==> config.mk <==
export PLATFORM = sky130hd
export DESIGN_NAME = id_ex_pipe_reg_flat
export DESIGN_NICKNAME = d
export VERILOG_FILES = /design/src/rtl/id_ex_pipe_reg_if.sv /design/src/rtl/id_ex_pipe_reg.sv /design/src/flat_wrapper.sv
export SDC_FILE = /design/constraint.sdc
export NUM_CORES = 1
export LEC_CHECK = 0
export ABC_AREA = 1
export CAP_MARGIN = 25
export CORE_MARGIN = 1
export CORE_UTILIZATION = 65
export DETAILED_ROUTE_END_ITERATION = 6
export DONT_BUFFER_PORTS = 1
export PLACE_DENSITY = 0.87
export SLEW_MARGIN = 20
export SYNTH_ARGS = -nofsm -noshare
export SYNTH_HDL_FRONTEND = slang
export SYNTH_SLANG_ARGS = --single-unit
==> constraint.sdc <==
create_clock -name clk -period 3.46 [get_ports clk]
set_input_delay 0.519 -clock clk [delete_from_list [all_inputs] [get_ports clk]]
set_output_delay 0.519 -clock clk [all_outputs]
set_load 0.01 [all_outputs]
==> src/rtl/id_ex_pipe_reg_if.sv <==
// ID/EX stage bundle: decode-side handshake/payload, execute-side handshake/payload,
// flush and the load-use stall indication. master = surrounding pipeline, slave = stage.
interface id_ex_pipe_reg_if #(
    parameter int DATA_W     = 32,
    parameter int REG_ADDR_W = 5,
    parameter int ALUOP_W    = 4
) ();
    localparam int CTRL_W = 6 + ALUOP_W;

    logic                    flush;
    logic                    in_valid;
    logic                    in_ready;
    logic [CTRL_W-1:0]       in_ctrl;
    logic [DATA_W-1:0]       in_pc4;
    logic [DATA_W-1:0]       in_rd1;
    logic [DATA_W-1:0]       in_rd2;
    logic [DATA_W-1:0]       in_imm;
    logic [3*REG_ADDR_W-1:0] in_regs;
    logic                    out_valid;
    logic                    out_ready;
    logic [CTRL_W-1:0]       out_ctrl;
    logic [DATA_W-1:0]       out_pc4;
    logic [DATA_W-1:0]       out_rd1;
    logic [DATA_W-1:0]       out_rd2;
    logic [DATA_W-1:0]       out_imm;
    logic [REG_ADDR_W-1:0]   out_rs;
    logic [REG_ADDR_W-1:0]   out_rt;
    logic [REG_ADDR_W-1:0]   out_rd;
    logic                    hazard_stall;

    modport master (
        output flush, in_valid, in_ctrl, in_pc4, in_rd1, in_rd2, in_imm, in_regs, out_ready,
        input  in_ready, out_valid, out_ctrl, out_pc4, out_rd1, out_rd2, out_imm,
               out_rs, out_rt, out_rd, hazard_stall
    );

    modport slave (
        input  flush, in_valid, in_ctrl, in_pc4, in_rd1, in_rd2, in_imm, in_regs, out_ready,
        output in_ready, out_valid, out_ctrl, out_pc4, out_rd1, out_rd2, out_imm,
               out_rs, out_rt, out_rd, hazard_stall
    );
endinterface

==> src/rtl/id_ex_pipe_reg.sv <==
// ID/EX pipeline register with valid/ready handshake, 2-entry skid (output + skid reg),
// synchronous flush and control zero-masking. Optional load-use stall: ID_EX_HAZARD_EN.
module id_ex_pipe_reg #(
    parameter int DATA_W     = 32,
    parameter int REG_ADDR_W = 5,
    parameter int ALUOP_W    = 4
) (
    input  logic            clk,
    input  logic            rst_n,
    id_ex_pipe_reg_if.slave bus
);
    localparam int CTRL_W      = 6 + ALUOP_W;
    localparam int MEMREAD_BIT = ALUOP_W + 2;
    localparam int PAY_W       = CTRL_W + 4 * DATA_W + 3 * REG_ADDR_W;

    logic [PAY_W-1:0] in_word_s;
    logic [PAY_W-1:0] o_data_q, o_data_d;
    logic [PAY_W-1:0] s_data_q, s_data_d;
    logic             o_valid_q, o_valid_d;
    logic             s_valid_q, s_valid_d;
    logic             acc_s;
    logic             drn_s;
    logic             hazard_s;

    assign in_word_s = {bus.in_ctrl, bus.in_pc4, bus.in_rd1, bus.in_rd2, bus.in_imm, bus.in_regs};

`ifdef ID_EX_HAZARD_EN
    logic [REG_ADDR_W-1:0] in_rs_s;
    logic [REG_ADDR_W-1:0] in_rt_s;

    assign in_rs_s = bus.in_regs[3*REG_ADDR_W-1 -: REG_ADDR_W];
    assign in_rt_s = bus.in_regs[2*REG_ADDR_W-1 -: REG_ADDR_W];

    // Load in execute whose destination feeds the instruction now in decode.
    always_comb begin
        hazard_s = o_valid_q & bus.out_ctrl[MEMREAD_BIT] & (bus.out_rt != {REG_ADDR_W{1'b0}})
                 & bus.in_valid & ((bus.out_rt == in_rs_s) | (bus.out_rt == in_rt_s));
    end
`else
    assign hazard_s = 1'b0;
`endif

    assign bus.in_ready     = ~s_valid_q & ~hazard_s;
    assign bus.hazard_stall = hazard_s;
    assign bus.out_valid    = o_valid_q;
    assign acc_s            = bus.in_valid & bus.in_ready;
    assign drn_s            = o_valid_q & bus.out_ready;

    // Ctrl field of the output register is kept zero whenever the slot is empty.
    assign {bus.out_ctrl, bus.out_pc4, bus.out_rd1, bus.out_rd2, bus.out_imm,
            bus.out_rs, bus.out_rt, bus.out_rd} = o_data_q;

    // Next-state of output and skid slots; flush overrides everything else.
    always_comb begin
        o_data_d  = o_data_q;
        s_data_d  = s_data_q;
        o_valid_d = o_valid_q;
        s_valid_d = s_valid_q;
        if (bus.flush) begin
            o_valid_d = 1'b0;
            s_valid_d = 1'b0;
        end else if (!o_valid_q || drn_s) begin
            if (s_valid_q) begin
                o_data_d  = s_data_q;
                o_valid_d = 1'b1;
                s_valid_d = 1'b0;
                if (acc_s) begin
                    s_data_d  = in_word_s;
                    s_valid_d = 1'b1;
                end else begin
                    s_valid_d = 1'b0;
                end
            end else if (acc_s) begin
                o_data_d  = in_word_s;
                o_valid_d = 1'b1;
            end else begin
                o_valid_d = 1'b0;
            end
        end else begin
            if (acc_s) begin
                s_data_d  = in_word_s;
                s_valid_d = 1'b1;
            end else begin
                s_valid_d = s_valid_q;
            end
        end
        if (!o_valid_d) begin
            o_data_d[PAY_W-1 -: CTRL_W] = {CTRL_W{1'b0}};
        end else begin
            o_data_d[PAY_W-1 -: CTRL_W] = o_data_d[PAY_W-1 -: CTRL_W];
        end
    end

    // State registers.
    always_ff @(posedge clk or negedge rst_n) begin
        if (!rst_n) begin
            o_data_q  <= {PAY_W{1'b0}};
            s_data_q  <= {PAY_W{1'b0}};
            o_valid_q <= 1'b0;
            s_valid_q <= 1'b0;
        end else begin
            o_data_q  <= o_data_d;
            s_data_q  <= s_data_d;
            o_valid_q <= o_valid_d;
            s_valid_q <= s_valid_d;
        end
    end
endmodule

==> src/flat_wrapper.sv <==
// flat-port wrapper written by rule: the top's interface ports become plain ports
module id_ex_pipe_reg_flat 
#(
    parameter int DATA_W     = 32,
    parameter int REG_ADDR_W = 5,
    parameter int ALUOP_W    = 4
)
  (clk, rst_n, bus_flush, bus_in_valid, bus_in_ctrl, bus_in_pc4, bus_in_rd1, bus_in_rd2, bus_in_imm, bus_in_regs, bus_out_ready, bus_in_ready, bus_out_valid, bus_out_ctrl, bus_out_pc4, bus_out_rd1, bus_out_rd2, bus_out_imm, bus_out_rs, bus_out_rt, bus_out_rd, bus_hazard_stall);
  id_ex_pipe_reg_if #(.DATA_W(DATA_W), .REG_ADDR_W(REG_ADDR_W), .ALUOP_W(ALUOP_W)) bus_i ();
  input  logic clk;
  input  logic rst_n;
  input wire logic [$bits(bus_i.flush)-1:0] bus_flush;
  input wire logic [$bits(bus_i.in_valid)-1:0] bus_in_valid;
  input wire logic [$bits(bus_i.in_ctrl)-1:0] bus_in_ctrl;
  input wire logic [$bits(bus_i.in_pc4)-1:0] bus_in_pc4;
  input wire logic [$bits(bus_i.in_rd1)-1:0] bus_in_rd1;
  input wire logic [$bits(bus_i.in_rd2)-1:0] bus_in_rd2;
  input wire logic [$bits(bus_i.in_imm)-1:0] bus_in_imm;
  input wire logic [$bits(bus_i.in_regs)-1:0] bus_in_regs;
  input wire logic [$bits(bus_i.out_ready)-1:0] bus_out_ready;
  output wire logic [$bits(bus_i.in_ready)-1:0] bus_in_ready;
  output wire logic [$bits(bus_i.out_valid)-1:0] bus_out_valid;
  output wire logic [$bits(bus_i.out_ctrl)-1:0] bus_out_ctrl;
  output wire logic [$bits(bus_i.out_pc4)-1:0] bus_out_pc4;
  output wire logic [$bits(bus_i.out_rd1)-1:0] bus_out_rd1;
  output wire logic [$bits(bus_i.out_rd2)-1:0] bus_out_rd2;
  output wire logic [$bits(bus_i.out_imm)-1:0] bus_out_imm;
  output wire logic [$bits(bus_i.out_rs)-1:0] bus_out_rs;
  output wire logic [$bits(bus_i.out_rt)-1:0] bus_out_rt;
  output wire logic [$bits(bus_i.out_rd)-1:0] bus_out_rd;
  output wire logic [$bits(bus_i.hazard_stall)-1:0] bus_hazard_stall;
  assign bus_i.flush = bus_flush;
  assign bus_i.in_valid = bus_in_valid;
  assign bus_i.in_ctrl = bus_in_ctrl;
  assign bus_i.in_pc4 = bus_in_pc4;
  assign bus_i.in_rd1 = bus_in_rd1;
  assign bus_i.in_rd2 = bus_in_rd2;
  assign bus_i.in_imm = bus_in_imm;
  assign bus_i.in_regs = bus_in_regs;
  assign bus_i.out_ready = bus_out_ready;
  assign bus_in_ready = bus_i.in_ready;
  assign bus_out_valid = bus_i.out_valid;
  assign bus_out_ctrl = bus_i.out_ctrl;
  assign bus_out_pc4 = bus_i.out_pc4;
  assign bus_out_rd1 = bus_i.out_rd1;
  assign bus_out_rd2 = bus_i.out_rd2;
  assign bus_out_imm = bus_i.out_imm;
  assign bus_out_rs = bus_i.out_rs;
  assign bus_out_rt = bus_i.out_rt;
  assign bus_out_rd = bus_i.out_rd;
  assign bus_hazard_stall = bus_i.hazard_stall;
  id_ex_pipe_reg #(.DATA_W(DATA_W), .REG_ADDR_W(REG_ADDR_W), .ALUOP_W(ALUOP_W)) u_core (.clk(clk), .rst_n(rst_n), .bus(bus_i));
endmodule
## Word level (Yosys, flattened, before mapping)

Index checks and enable logic that the tools add are counted.

- Register bits after elaboration: 308
- Output and inout bits: 156
- Input bits: 158

- Bitwise logic cells: 4
- Reductions and logical operators: 7
- Eq/ne operators: 4
- Muxes and demuxes: 16

Operator list:

| kind | number |
|---|---|
| 2-to-1 mux 153 bit | 7 |
| 2-to-1 mux 10 bit | 1 |
| 2-to-1 mux 1 bit | 8 |
| AND reduction 3 bit | 2 |
| inequality test 2 bit (second input constant) | 2 |
| inequality test 3 bit (second input constant) | 1 |
| nonzero test 3 bit | 1 |
| bitwise AND 1 bit | 2 |
| inequality test 2 x 1 -> 1 bit (second input constant) | 1 |
| inverter 1 bit | 2 |
| AND reduction 2 bit | 1 |
| nonzero test 2 bit | 1 |
| zero test 1 bit | 1 |
| logical OR 1 bit | 1 |

## Logic depth before layout (Yosys ltp)

- Depth after elaboration: 8
- Depth in mapped cells: 8
- Depth with buffers taken out: 5

## Worst setup path before layout

Ideal clock, no wire load.

- Kind: input port to flip-flop
- Start: input bus_flush
- End: register u_core.s_data_q[142]
- Data required time: 3.394 ns
- Data arrival time: 1.466 ns
- Library setup time: 0.066 ns
- Slack: 1.927 ns
- Cell stages on the path: 6
- Path buffers: 3
- Path through: buf_2 nor2_4 buf_2 clkbuf_1 nand3_1 nand2_1

- Longest elaborated chain between the ends: 2

Ends and longest elaborated chain:

| what | line | text |
|---|---|---|
| start: declaration | flat_wrapper.sv:12 | `input wire logic [$bits(bus_i.flush)-1:0] bus_flush;` |
| inverter 1 bit (no line) | - |  |
| AND reduction 2 bit (no line) | - |  |
| end signal: assignment | id_ex_pipe_reg.sv:98 | `s_data_q <= {PAY_W{1'b0}};` |
| end signal: assignment | id_ex_pipe_reg.sv:103 | `s_data_q <= s_data_d;` |
| end: declaration | id_ex_pipe_reg.sv:18 | `logic [PAY_W-1:0] s_data_q, s_data_d;` |

Every way passes these cells.
A chain may end at the register's enable or synchronous reset.

## Worst setup path in the final report

- Start: register u_core.s_valid_q
- End: output bus_in_ready

- Longest elaborated chain between the ends: 1

Ends and longest elaborated chain:

| what | line | text |
|---|---|---|
| start: declaration | id_ex_pipe_reg.sv:20 | `logic s_valid_q, s_valid_d;` |
| start signal: assignment | id_ex_pipe_reg.sv:105 | `s_valid_q <= s_valid_d;` |
| inverter 1 bit | id_ex_pipe_reg.sv:43 | `assign bus.in_ready = ~s_valid_q & ~hazard_s;` |
| end: declaration | flat_wrapper.sv:21 | `output wire logic [$bits(bus_i.in_ready)-1:0] bus_in_ready;` |

Every way passes these cells.

==> results.md <==
- The flow ran to the end, but the final reports show violations.
- The checks that failed: negative hold slack.
- The synthesized netlist devotes 0.0359% of its cell area to compound gates.
- Entering global routing, the biggest net connects 309 pins.
- Per report_power, the sequential group accounts for 54.3% of the total.
- After synthesis, the netlist uses 14 different library cells.
- The count of pins on the block boundary is 314.
- For this run, the top clock speed supported by timing is 399 MHz.
- Clock skew on the completed layout was measured at 9.82 ps.
- The post-route core utilization is 70.8%.
- During synthesis, Yosys emitted a total of 0 warnings.
- The worst setup path startpoint is u_core.s_valid_q$_DFFE_PN0P_.
- The count of input and output buffers is 0.
- Cell internal power was estimated by the tool at 6.43 mW.
- The final setup violation count is 0.
- The critical setup path kind is flop to primary output.
- In this run the post-CTS setup repair buffer count came out at 0.
- The clock tree root driver cell is sky130_fd_sc_hd__clkbuf_16.
- In this run the number of H-tree levels came out at 1.
- The tool flagged a number of max-cap violations equal to 0.
- The type of destination of the critical path is a primary output.
- The number of sinks driven by the clock tree is 308.
- The simple-gate area share of the yosys netlist is 40.3%.
- The filler-free cell count of the finished design is 2,043.
- In this run the critical register-to-register path is launched from u_core.s_valid_q$_DFFE_PN0P_.
- The number of placed instances with taps included is 1,995.
- The clock tree from TritonCTS is built.
- The category of the worst setup path launch point is a flop.
- The area enclosed by the die boundary is 22,000 um^2.
- Compared with the post-synthesis result, the final layout area differs by 6.70%.
- The relative slew slack is 28.1%.
- VDD sags by at most 408 uV.
- In this run the cell area measured after placement is 14,000 um^2.
- STA puts the critical path data required time at 2940 ps.
- The final number of max-transition violations is 0.
- Summed over all cells, the static leakage comes to 8.34 nW.
- The worst path uses 72.5% of the clock period.
- In the routed design, unresolved DRC markers number 0.
- After detailed routing, the average wire length per cell comes to 18.1 um.
- The average footprint of a synthesized cell is 7.60 um^2.
- The number of optimization iterations in the first detailed-route pass is 7.
- The layout cell share with drive strength beyond 1 is 3.90%.
- The areal power density over the cells is 605 nW/um^2.
- The count of antenna-violating nets left after detailed routing is 0.
- The total power after layout is 9.00 mW.
- Adding up every negative setup slack in the final design gives 0 ps.
- The synthesized netlist devotes 0% of its cell area to XOR and XNOR gates.
- The first-iteration detailed-routing DRC count is 1,228.
- The number of nets in the synthesized netlist is 1,993.
- The starting density of the core is 66.3%.
- The number of nets in the final layout is 1,911.
- The initial antenna violation count is 0.
- The longest clock path from root to sink contains 3 buffers.
- On the critical path, the stage with the largest delay is an instance of sky130_fd_sc_hd__dfrtp_4.
- At the placement stage, the worst setup path has a slack of 1160 ps.
- The number of antenna cells inserted is 0.
- The tightest min-delay check is of the input pin to async pin type.
- After legalization and detailed placement, the total HPWL measured 21,100 um.
- The portion of netlist area occupied by mux cells is 0%.
- The largest incremental delay on the critical path is 720 ps.
- The die is 148 um wide.
- The switching power summed over all nets is 2.56 mW.
- Setup repair after global routing left no endpoint under its margin.
- The number of rows created at floorplan is 53.
- Counting the fill cells in the layout gives 1,611.
- In this run, the combinational gates consume 10.7% of the power.
- Synthesis produced 1,835 cells.
- Gates resized during post-CTS repair numbered 0.
- The total vias in the final route is 12,080.
- Measured in cells, the most critical reg-to-reg path has a length of 6.
- The net switching fraction of the power is 28.5%.
- From bottom edge to top edge, the die measures 148 um.
- The synthesized design contains 308 register bits.
- The adder-cell area share of the yosys netlist is 0%.
- The fraction of the yosys area taken by sequential cells is 55.3%.
- The largest driver fanout on the critical path is 154.
- The clock period could shrink to 2510 ps.
- Using the TritonRoute via totals, the vias-per-cell ratio works out to 5.91.
- The first global-routing pass estimated 59,600 um of wire.
- By area, the combinational part of the netlist is dominated by simple AND/OR/NAND/NOR gates.
- The final weighted congestion in routability-driven placement is 0.853.
- Of the total power, the clock network draws 35.1%.
- The final worst slack is 951 ps.
- At the worst endpoint, the arrival time is 1990 ps.
- The core region is 21,000 um^2.
- Walking the worst path, the cells encountered are inv_4 > buf_12.
- The cell area after synthesis is 13,900 um^2.
- The post-layout instance area is 14,900 um^2.
- TritonCTS created 31 clock buffers.
- Global routing finished with a remaining overflow of 0.
- At the later pin of the worst-skew pair, clock insertion delay measures 550 ps.
- The final hold violation count is 308.
- The via count of the first global-routing pass is 11,372.
- Clock-pin slew was measured on the worst setup and hold paths at 60 ps.
- The tightest hold path in the finished design has a slack of -337 ps.
- The post-detailed-routing wire length is 36,900 um.
- For this run, the total global-route usage over all layers was measured as 33.4%.
- At the pin with the least slew margin, the transition time is 1080 ps.
## cell usage in the layout, fill, tap and decap left out, types with 2 or more instances in the layout
| cell type | n |
|---|---|
| sky130_fd_sc_hd__clkbuf_16 | 31 |
| sky130_fd_sc_hd__clkbuf_1 | 6 |
| sky130_fd_sc_hd__inv_1 | 3 |
| sky130_fd_sc_hd__nor2_4 | 3 |
| sky130_fd_sc_hd__nand2_1 | 1072 |
| sky130_fd_sc_hd__buf_4 | 12 |
| sky130_fd_sc_hd__dfrtp_1 | 307 |
| sky130_fd_sc_hd__buf_12 | 5 |
| sky130_fd_sc_hd__nand3_1 | 306 |
| sky130_fd_sc_hd__nor2_1 | 2 |
| sky130_fd_sc_hd__nand3_4 | 2 |
| sky130_fd_sc_hd__clkbuf_8 | 5 |
| sky130_fd_sc_hd__clkinv_2 | 4 |
## critical path: cells and delay by family (launching register included)
family   cells  cell delay (ps)
buf+inv      2              680
flops        1              720
## layout make-up
cell class | instances | area, um^2 | area share (%)
clock inverter | 6 | 61.3 | 0.412
timing repair buffer | 18 | 218 | 1.46
sequential | 308 | 7710 | 51.8
clock buffer | 42 | 867 | 5.83
tap | 275 | 344 | 2.31
multi-input combinational | 1389 | 5660 | 38.0
inverter | 5 | 21.3 | 0.143
## flip-flops by register name, summed over array words and instances (netlist names)
name and flops:
u_core.bus.out_valid 1, u_core.o_data_q 153, u_core.s_data_q 153, u_core.s_valid_q 1
## per-layer routing
layer	part of all wire [%]	up-vias	global-route usage, %
li1	-	5566	-
met5	0	-	0
met2	47	684	51.2
met3	12	116	9.05
met1	37	5714	45.2
met4	4.1	0	13.9
## synth_stat cells
cell	count	area share (%)
sky130_fd_sc_hd__dfrtp_1	308	55
sky130_fd_sc_hd__nand3_1	308	11
sky130_fd_sc_hd__clkbuf_1	66	1.8
sky130_fd_sc_hd__a21oi_1	1	0.036
sky130_fd_sc_hd__nor2_1	2	0.054
sky130_fd_sc_hd__inv_2	1	0.027
sky130_fd_sc_hd__buf_4	9	0.48
sky130_fd_sc_hd__nand2_1	1073	29
sky130_fd_sc_hd__nor3_1	1	0.036
sky130_fd_sc_hd__buf_2	49	1.8
sky130_fd_sc_hd__buf_1	9	0.24
sky130_fd_sc_hd__nor2_4	3	0.24
sky130_fd_sc_hd__conb_1	1	0.027
sky130_fd_sc_hd__inv_1	4	0.11
## power by group through the flow
stage	clock network [mW]	logic (mW)	registers, mW
after floorplan	0	0.781	4.77
after global placement	0	0.888	4.89
after detailed placement	0	0.952	4.91
after CTS	3.18	0.960	4.87
after global routing	3.33	1.12	4.94
final	3.16	0.958	4.88
## path summary, 6_finish.rpt
path	to	slack, ps
worst max-delay path	bus_in_ready	950
worst max register to register	u_core.o_data_q[43]$_DFFE_PN0P_	1150
worst min register to register	u_core.s_data_q[56]$_DFFE_PN0P_	470
max in group asynchronous	u_core.o_data_q[33]$_DFFE_PN0P_	3460
min in group clk	u_core.s_valid_q$_DFFE_PN0P_	40
worst min-delay path	u_core.o_data_q[110]$_DFFE_PN0P_	-340
## cell families (layout without fill, tap and decap cells)
group,after synthesis,count (layout)
other,1,1
buffers and inverters,138,71
and+or+nand+nor,1387,1387
AOI/OAI and AO/OA,1,1
DFF,308,308
Note: power is estimated with default switching activity, not from simulation.
==> patch: new RTL, same settings <==
`ALUOP_W` is set to 4 in 3 places; all go to 6.
--- a/src/rtl/id_ex_pipe_reg_if.sv
+++ b/src/rtl/id_ex_pipe_reg_if.sv
@@ -5,3 +5,3 @@
     parameter int REG_ADDR_W = 5,
-    parameter int ALUOP_W    = 4
+    parameter int ALUOP_W    = 6
 ) ();
--- a/src/rtl/id_ex_pipe_reg.sv
+++ b/src/rtl/id_ex_pipe_reg.sv
@@ -5,3 +5,3 @@
     parameter int REG_ADDR_W = 5,
-    parameter int ALUOP_W    = 4
+    parameter int ALUOP_W    = 6
 ) (
--- a/src/flat_wrapper.sv
+++ b/src/flat_wrapper.sv
@@ -5,3 +5,3 @@
     parameter int REG_ADDR_W = 5,
-    parameter int ALUOP_W    = 4
+    parameter int ALUOP_W    = 6
 )
Ports: changed (resized bus_in_ctrl and bus_out_ctrl); port bits go from 314 to 318. The function was not compared with the original's and may differ.
==> patch against the unedited design <==
  * Synthesized area up 1.6%
  * Via count up 2.4%
  * Highest routed layer unchanged
  * The flow still finishes with violations (negative hold slack)
  * Clock power up 14%
  * Wire length up 0.87%
  * Total power up 5.7%
  * Design area up 2.2%
  * Sequential cell count up 4
  * Worst setup slack better by 110 ps
  * Die area up 1.5%
==> patch: results (changes against the unedited design) <==
- Run status: complete, but fails checks
- Failing checks: negative hold slack
- Root Driver: clkbuf_16
- CP max FO: 73 (-53%)
- Syn nets: 2020 (+1.4%)
- Ratio of cells with drive above 1 in the final layout: 0.03955 (+0.0005272)
- Layout Skew: 13.78 ps (+3.966 ps)
- Drc violations: 0 (unchanged)
- GP Congestion: 0.8419 (-1.3%)
- Highest-delay cell along the critical path: nand3_4
- Fin cells: 2070 (+1.3%)
- TritonCTS buffer count: 35 (+13%)
- CTS clk-pin slew, worst paths: 60 ps (about the same)
- Cell variety after synth: 16 (+2)
- Leak pwr: 8.504 nW (+1.9%)
- Min-delay worst type: input port to asynchronous set/reset pin
- VDD IR max: 0.4557 mV (+12%)
- Cells after synthesis: 1860 (+1.4%)
- Least-Margin Pin Slew: 1017 ps (-60.85 ps)
- Synth top area cells: dfrtp_1, nand2_1, nand3_1
- Final hold vios: 312 (+1.3%)
- Met1 track demand over resource: 0.4252 (-0.02670)
- Max H-tree Level: 2 (+1)
- Deepest clock path buffer count: 3 (unchanged)
- WL/cell: 18.00 um (-0.44%)
- DRT iter0 DRCs: 1264 (+2.9%)
- GR Util met3: 0.1085 (+0.01805)
- Largest net degree at the start of global routing: 313 (+1.3%)
- Post-place setup slack: 1047 ps (-108.2 ps)
- Worst path max stage delay: 650 ps (-70 ps)
- Final hold slack: -280.7 ps (+56.16 ps)
- First-pass GRT wire length: 59300 um (-0.44%)
- Fillers: 1544 (-4.2%)
- Largest regs: u_core.o_data_q x155, u_core.s_data_q x155
- Final HPWL DP: 20860 um (-1.3%)
- Clock latency at the later pin of the worst-skew pair: 510 ps (-40 ps)
- Synth Warn #: 0 (unchanged)
- Setup slack after layout: 1066 ps (+114.8 ps)
- Vias in the first global route: 11780 (+3.6%)
- R2R depth: 5 (-1)
- Post-synthesis sequential area ratio: 0.5513 (-0.001429)
- Placed inst area: 0.01409 sq mm (+0.98%)
- GR Util All Layers: 0.3313 (-0.002843)
- Met2 usage: 0.5127 (+0.0008156)
- Arrival time worst endpoint: 2770 ps (+780 ps)
- Via density: 5.976 (+1.1%)
- 1st-pass router iterations: 6 (-1)
- Most frequent cells after synthesis: nand2_1, dfrtp_1, nand3_1
patch: changes by cell type in the layout (fill, tap and decap cells not counted), sizes merged:
cell	change
clkbuf	+10
nand3	+4
dfrtp	+4
buf	-5
clkinv	-1
nand2	+14
clkinvlp	+1
patch: path summary, 6_finish.rpt:
path,from,end
worst min-delay path,rst_n,u_core.o_data_q[51]$_DFFE_PN0P_
worst max-delay path,u_core.bus.out_valid$_DFF_PN0_,u_core.o_data_q[43]$_DFFE_PN0P_
max in group asynchronous,rst_n,u_core.s_data_q[99]$_DFFE_PN0P_
worst max register to register,u_core.bus.out_valid$_DFF_PN0_,u_core.o_data_q[43]$_DFFE_PN0P_
worst min register to register,u_core.s_data_q[26]$_DFFE_PN0P_,u_core.s_data_q[26]$_DFFE_PN0P_
min in group clk,bus_flush,u_core.bus.out_valid$_DFF_PN0_
patch: worst max-delay path: cells and delay by family, from the launching register on:
family | cells | cell delay, ps
buf+inv | 1 | 460
flops | 1 | 490
simple gates | 4 | 1270
patch: what timing repair did:
action,CTS,global route
gates resized for setup,0,0
buffers inserted,0,0
hold endpoints to repair,312,312
endpoints found under the setup margin,0,0
patch: cell families (layout without fill, tap and decap cells):
group                  Yosys count  in the layout  synth area share
AND/OR/NAND/NOR               1405           1405            0.4007
flip-flops                     312            312            0.5513
buffers and inverters          141             76           0.04735
other                            1              1         0.0002648
AO/OA/AOI/OAI                    1              1         0.0003530
patch: layout make-up:
class	instances	area [sq um]	share of cell area
clock buffers	52	1052	0.06922
clock inverters	6	61.31	0.004033
inverters	5	21.27	0.001399
multi-input cells	1407	5738	0.3775
flip-flops and latches	312	7811	0.5139
well taps	275	344.1	0.02264
repair buffers	13	172.7	0.01136
patch: per-layer routing:
| layer | wire length [um] | vias up |
|---|---|---|
| met4 | 1583 | 0 |
| met3 | 4634 | 135 |
| met5 | 0 | - |
| met1 | 13740 | 5862 |
| li1 | - | 5644 |
| met2 | 17300 | 729 |
patch: where the power goes:
| part | leakage [nW] | switching [mW] | internal, mW |
|---|---|---|---|
| combinational | 4.03 | 0.621 | 0.353 |
| clock | 0.546 | 1.43 | 2.17 |
| sequential | 3.93 | 0.598 | 4.33 |
